<file path="config.mk">
export PLATFORM = sky130hd
export DESIGN_NAME = mealy_match_monitor
export DESIGN_NICKNAME = d
export VERILOG_FILES = /design/src/rtl/mealy_match_pkg.sv /design/src/rtl/match_pos_fifo.sv /design/src/rtl/mealy_match_monitor.sv
export SDC_FILE = /design/constraint.sdc
export NUM_CORES = 1
export LEC_CHECK = 0
export CORE_AREA = 3 3 40 42
export DETAILED_ROUTE_END_ITERATION = 6
export DIE_AREA = 0 0 43 45
export DONT_BUFFER_PORTS = 1
export SLEW_MARGIN = 20
export SYNTH_ARGS = -nofsm -noshare
export SYNTH_HDL_FRONTEND = slang
export SYNTH_SLANG_ARGS = --single-unit
</file>
<file path="constraint.sdc">
create_clock -name clk -period 1.6 [get_ports clk]
set_input_delay 0.24 -clock clk [delete_from_list [all_inputs] [get_ports clk]]
set_output_delay 0.24 -clock clk [all_outputs]
set_load 0.03 [all_outputs]
</file>
<file path="src/rtl/mealy_match_pkg.sv">
`default_nettype none
// ============================================================================
//  Module      : mealy_match_pkg
//  Description : Shared types and default sizing for the 10110 match monitor.
//                The FIFO state enum is used by match_pos_fifo.
//  Revision    : 1.0 - initial release
// ============================================================================
package mealy_match_pkg;

    // Default sizing for the monitor top and the position FIFO
    localparam int c_DEF_CNT_W = 8;
    localparam int c_DEF_POS_W = 16;
    localparam int c_DEF_DEPTH = 4;

    // Position FIFO occupancy state
    typedef enum logic [1:0] {
        EMPTY   = 2'd0,
        PARTIAL = 2'd1,
        FULL    = 2'd2
    } fifo_state_t;

endpackage : mealy_match_pkg
`default_nettype wire

</file>
<file path="src/rtl/match_pos_fifo.sv">
`default_nettype none
// ============================================================================
//  Module      : match_pos_fifo
//  Description : First-word-fall-through FIFO holding the bit positions of
//                detected matches. Occupancy is tracked by a three-state FSM
//                (EMPTY / PARTIAL / FULL); a push while full with no pop in
//                the same cycle is discarded and flagged in a sticky bit.
//                clr has priority over every same-cycle push or pop.
//  Revision    : 1.0 - initial release
// ============================================================================
module match_pos_fifo
    import mealy_match_pkg::*;
#(
    parameter int POS_W = c_DEF_POS_W,
    parameter int DEPTH = c_DEF_DEPTH
) (
    input  logic             clk,
    input  logic             rst,
    input  logic             clr,
    input  logic             push_req,
    input  logic [POS_W-1:0] push_data,
    input  logic             pop_ready,
    output logic             pos_valid,
    output logic [POS_W-1:0] pos_data,
    output logic             fifo_full,
    output logic             dropped
);

    localparam int                 c_PTR_W   = $clog2(DEPTH);
    localparam logic [c_PTR_W-1:0] c_PTR_ONE = c_PTR_W'(1);

    logic [POS_W-1:0]   r_mem [DEPTH];
    fifo_state_t        r_state;
    logic [c_PTR_W-1:0] r_wr_ptr;
    logic [c_PTR_W-1:0] r_rd_ptr;
    logic               r_dropped;

    logic               w_pop;
    logic               w_push;
    logic               w_drop;
    logic [c_PTR_W-1:0] w_wr_nxt;
    logic [c_PTR_W-1:0] w_rd_nxt;

    // A pop frees a slot in the same cycle, so a full FIFO can still accept
    // a push when the consumer is draining it.
    assign w_pop    = (r_state != EMPTY) && pop_ready && !clr;
    assign w_push   = push_req && !clr && ((r_state != FULL) || w_pop);
    assign w_drop   = push_req && !clr && (r_state == FULL) && !w_pop;
    assign w_wr_nxt = r_wr_ptr + c_PTR_ONE;
    assign w_rd_nxt = r_rd_ptr + c_PTR_ONE;

    // Storage write; contents need no reset because reads are gated by state
    always_ff @(posedge clk) begin
        if (w_push) begin
            r_mem[r_wr_ptr] <= push_data;
        end
    end

    // Occupancy FSM, pointers and sticky drop flag
    always_ff @(posedge clk) begin
        if (rst || clr) begin
            r_state   <= EMPTY;
            r_wr_ptr  <= '0;
            r_rd_ptr  <= '0;
            r_dropped <= 1'b0;
        end else begin
            if (w_push) begin
                r_wr_ptr <= w_wr_nxt;
            end
            if (w_pop) begin
                r_rd_ptr <= w_rd_nxt;
            end
            if (w_drop) begin
                r_dropped <= 1'b1;
            end
            case (r_state)
                EMPTY: begin
                    if (w_push) begin
                        r_state <= PARTIAL;
                    end
                end
                PARTIAL: begin
                    if (w_push && !w_pop && (w_wr_nxt == r_rd_ptr)) begin
                        r_state <= FULL;
                    end else if (w_pop && !w_push && (w_rd_nxt == r_wr_ptr)) begin
                        r_state <= EMPTY;
                    end
                end
                FULL: begin
                    if (w_pop && !w_push) begin
                        r_state <= PARTIAL;
                    end
                end
                default: begin
                    r_state <= EMPTY;
                end
            endcase
        end
    end

    assign pos_valid = (r_state != EMPTY);
    assign fifo_full = (r_state == FULL);
    assign pos_data  = pos_valid ? r_mem[r_rd_ptr] : '0;
    assign dropped   = r_dropped;

endmodule : match_pos_fifo
`default_nettype wire

</file>
<file path="src/rtl/mealy_match_monitor.sv">
`default_nettype none
// ============================================================================
//  Module      : mealy_match_monitor
//  Description : Counts match pulses from a 10110 serial detector and, when
//                MATCH_POS_FIFO_EN is defined, records the bit position of
//                each match in a small FWFT FIFO. Without the macro the
//                position path is absent and its outputs are tied to zero.
//  Config      : `MATCH_POS_FIFO_EN - enables bit_pos counter and FIFO
//  Revision    : 1.0 - initial release
// ============================================================================
module mealy_match_monitor
    import mealy_match_pkg::*;
#(
    parameter int CNT_W = c_DEF_CNT_W,
    parameter int POS_W = c_DEF_POS_W,
    parameter int DEPTH = c_DEF_DEPTH
) (
    input  logic             clk,
    input  logic             rst,
    input  logic             bit_valid,
    input  logic             det_in,
    input  logic             clr,
    output logic [CNT_W-1:0] match_cnt,
    output logic             overflow,
    output logic             pos_valid,
    output logic [POS_W-1:0] pos_data,
    input  logic             pos_ready,
    output logic             fifo_full,
    output logic             dropped
);

    logic [CNT_W-1:0] r_match_cnt;
    logic             r_overflow;

    // Saturating match counter; overflow latches on a match seen at all-ones
    always_ff @(posedge clk) begin
        if (rst || clr) begin
            r_match_cnt <= '0;
            r_overflow  <= 1'b0;
        end else if (det_in) begin
            if (r_match_cnt == {CNT_W{1'b1}}) begin
                r_overflow <= 1'b1;
            end else begin
                r_match_cnt <= r_match_cnt + 1'b1;
            end
        end
    end

    assign match_cnt = r_match_cnt;
    assign overflow  = r_overflow;

`ifdef MATCH_POS_FIFO_EN
    logic [POS_W-1:0] r_bit_pos;

    // Running count of serial bits; det_in lags the final pattern bit by one
    // cycle, so the current value is the 1-based index of that bit.
    always_ff @(posedge clk) begin
        if (rst || clr) begin
            r_bit_pos <= '0;
        end else if (bit_valid) begin
            r_bit_pos <= r_bit_pos + 1'b1;
        end
    end

    match_pos_fifo #(
        .POS_W (POS_W),
        .DEPTH (DEPTH)
    ) u_fifo (
        .clk       (clk),
        .rst       (rst),
        .clr       (clr),
        .push_req  (det_in),
        .push_data (r_bit_pos),
        .pop_ready (pos_ready),
        .pos_valid (pos_valid),
        .pos_data  (pos_data),
        .fifo_full (fifo_full),
        .dropped   (dropped)
    );
`else
    // Position path absent: inputs kept on the port list but not consumed
    logic w_unused_ok;
    assign w_unused_ok = bit_valid ^ pos_ready ^ (DEPTH == 0);

    assign pos_valid = 1'b0;
    assign pos_data  = '0;
    assign fifo_full = 1'b0;
    assign dropped   = 1'b0;
`endif

endmodule : mealy_match_monitor
`default_nettype wire

</file>
==> impl_metrics.tcl <==
set metrics [dict create \
    ioPinCount 34 \
    routed_via_density 5.04 \
    fin_cells 96 \
    powerDensity_nw_per_um2 775 \
    place.gp.congestion 0.786 \
    min_path_cells 2 \
    timing_hold_violations_final 0 \
    reg2regPathDepth 4 \
    synth_cell_types 27 \
    dp_hpwl_um 893 \
    swShare_pct 32.0 \
    ir_worst_vdd_v 0.000314 \
    power_switching_mw 0.155 \
    clock_power_share_pct 36.8 \
    insertion_delay_ps 260 \
    drt-total-wl_um 1140 \
    reg2reg_slack_ps 90 \
    period_needed_ps 1510 \
    drtPass1Iterations 4 \
    slew_violations 0 \
    vias 484 \
    drive_above_1_share_pct 17.3 \
    hold_path_end "match_cnt[0]" \
    clockBufferDepth 2 \
    grt_usage_pct 12.8 \
    regArea_um2 180 \
    cts-hold-fix-buffers 0 \
    cts-resized-gates 0 \
    start_util_pct 46.8 \
    drc 0 \
    cts_setup_buffers 0 \
    pwr-share-seq_pct 47.0 \
    yosys_warnings 0 \
    die_w_um 43 \
    drt_iter0_drc 15 \
    insertedDiodeCount 0 \
    cts.sinks 9 \
    pre_cts_slack_ps 120 \
    whs_ps 160 \
    final_net_count 89 \
    holdCritPathClass "in -> reg" \
    most-common-layout-cells "19 x conb_1, 9 x dfxtp_1, 9 x buf_4" \
    yosys.area.top_type "dfxtp_1" \
    endpoint_kind "flip-flop" \
    reg2reg_from "match_cnt[1]" \
    critPathRequiredTime_ps 1780 \
    fin_crit_sh_pct 94.1 \
    netlist_area_um2 602 \
    netlist_instances 71 \
    worst-setup-path-type "reg -> reg" \
    cp_max_fo 4 \
    fin_skew_ps 4.29 \
    synth-seq-area-share_pct 29.9 \
    rsz0062_at_grt "false" \
    grt_pass1_wl_um 1760 \
    cts_tree "done" \
    grt_pass1_vias 406 \
    cts-root-buf "clkbuf_4" \
    htree_levels 1 \
    final_common_cell "conb_1" \
    cap_violations 0 \
    synth_top_area_share_pct 29.9 \
    grt_overflow_total 0 \
    cpPeakStageDelay_ps 420 \
    numCtsBuffers 3 \
    cpMaxStageDelayCell "dfxtp_1" \
    setup_tns_ps 0 \
    crit_path_start_kind "flip-flop" \
    antenna_found_initial 0 \
    synth_area_leaders "dfxtp_1 30%, buf_4 24%, a211oi_1 3.7%" \
    core_um2 1280 \
    final_area_um2 624 \
    p_leak_nw 0.278 \
    ant_nets 0 \
    cpLargestDelayFamily "compound AO/OA/AOI/OAI gates" \
    syn_avg_cell_area_um2 8.48 \
    multi_input_area_um2 332 \
    num_rows 13 \
    die_area_um2 1940 \
    p_comb_share_pct 16.2 \
    power_mw 0.484 \
    status "complete, no violations" \
    p_int_mw 0.329 \
    n_fill_cell 128 \
    fin_util_pct 48.6 \
    setup_viol 0 \
    placed_cell_area_um2 598 \
    crit_chain "ha_1 > and3_1 > a2111o_1 > o21ai_0" \
    fin_ws_ps 93.9 \
    wl_per_cell_um 11.9 \
    worst-path-buf-inv 0 \
    grt_max_degree 11 \
    max_clock_freq_mhz 664 \
    die_h_um 45 \
    port_buffers 0 \
    synth-seq-cells 9 \
    arrival_ps 1690 \
    timing.rr.end "match_cnt[3]" \
    place_inst 92 \
    holdCritStartpoint "rst" \
    area_growth_pct 3.74 \
    cts.reportedPaths.clkPinSlew_ps 60 \
]
-- kinds of logic (layout without fill, tap and decap cells) --
logic type | count (synthesis) | after routing | share of synthesized area [%]
and+or+nand+nor | 20 | 20 | 17.3
muxes | 2 | 2 | 3.33
DFF | 9 | 9 | 29.9
adders and majority gates | 1 | 1 | 2.08
buffers and inverters | 21 | 13 | 26.2
other | 1 | 19 | 0.623
AOI/OAI and AO/OA | 17 | 17 | 20.6
-- worst max path at each step --
stage,from,end,slack [ps],cells past startpoint
6_report,match_cnt[1],match_cnt[3],90,4
5_1_grt,match_cnt[1],match_cnt[5],30,4
4_1_cts,match_cnt[1],match_cnt[5],100,4
3_5_place_dp,match_cnt[1],match_cnt[5],120,4
3_3_place_gp,match_cnt[1],match_cnt[3],140,4
2_1_floorplan,match_cnt[0],match_cnt[3],130,4
-- flip-flops by register name, summed over array words and instances, names as in the netlist --
signal     cells
overflow       1
match_cnt      8
-- final cells by class --
cell class                      count  share of cell area, %
Tap cell                           15                   3.01
Clock buffer                        4                   4.21
Multi-Input combinational cell     59                   53.1
Sequential cell                     9                   28.9
Timing Repair Buffer                9                   10.8
-- synthesized netlist by cell type (all sizes together) --
cell    number
buf         20
dfxtp        9
nand2        6
a21oi        5
a211oi       3
nor2         3
a21boi       2
a31oi        2
and3         2
and4         2
mux2i        2
nand4        2
nor3         2
a2111o       1
a311oi       1
a41oi        1
clkbuf       1
conb         1
ha           1
nand3        1
o21ai        1
o21bai       1
or2          1
or3          1
-- routing by layer --
layer,track usage (%),wire (µm),vias up
met2,17.4,495,32
met5,0,0,-
met4,9.04,9,0
met1,15.3,472,207
li1,-,-,243
met3,6.77,167,2
-- power by group through the flow --
| stage | combinational (mW) | sequential (mW) | clock (mW) |
|---|---|---|---|
| after floorplan | 0.105 | 0.236 | 0 |
| after global placement | 0.0767 | 0.233 | 0 |
| after detailed placement | 0.0771 | 0.233 | 0 |
| after CTS | 0.0771 | 0.228 | 0.185 |
| after global routing | 0.0828 | 0.228 | 0.196 |
| final | 0.0783 | 0.228 | 0.178 |
Note: power is estimated with default switching activity, not from simulation.
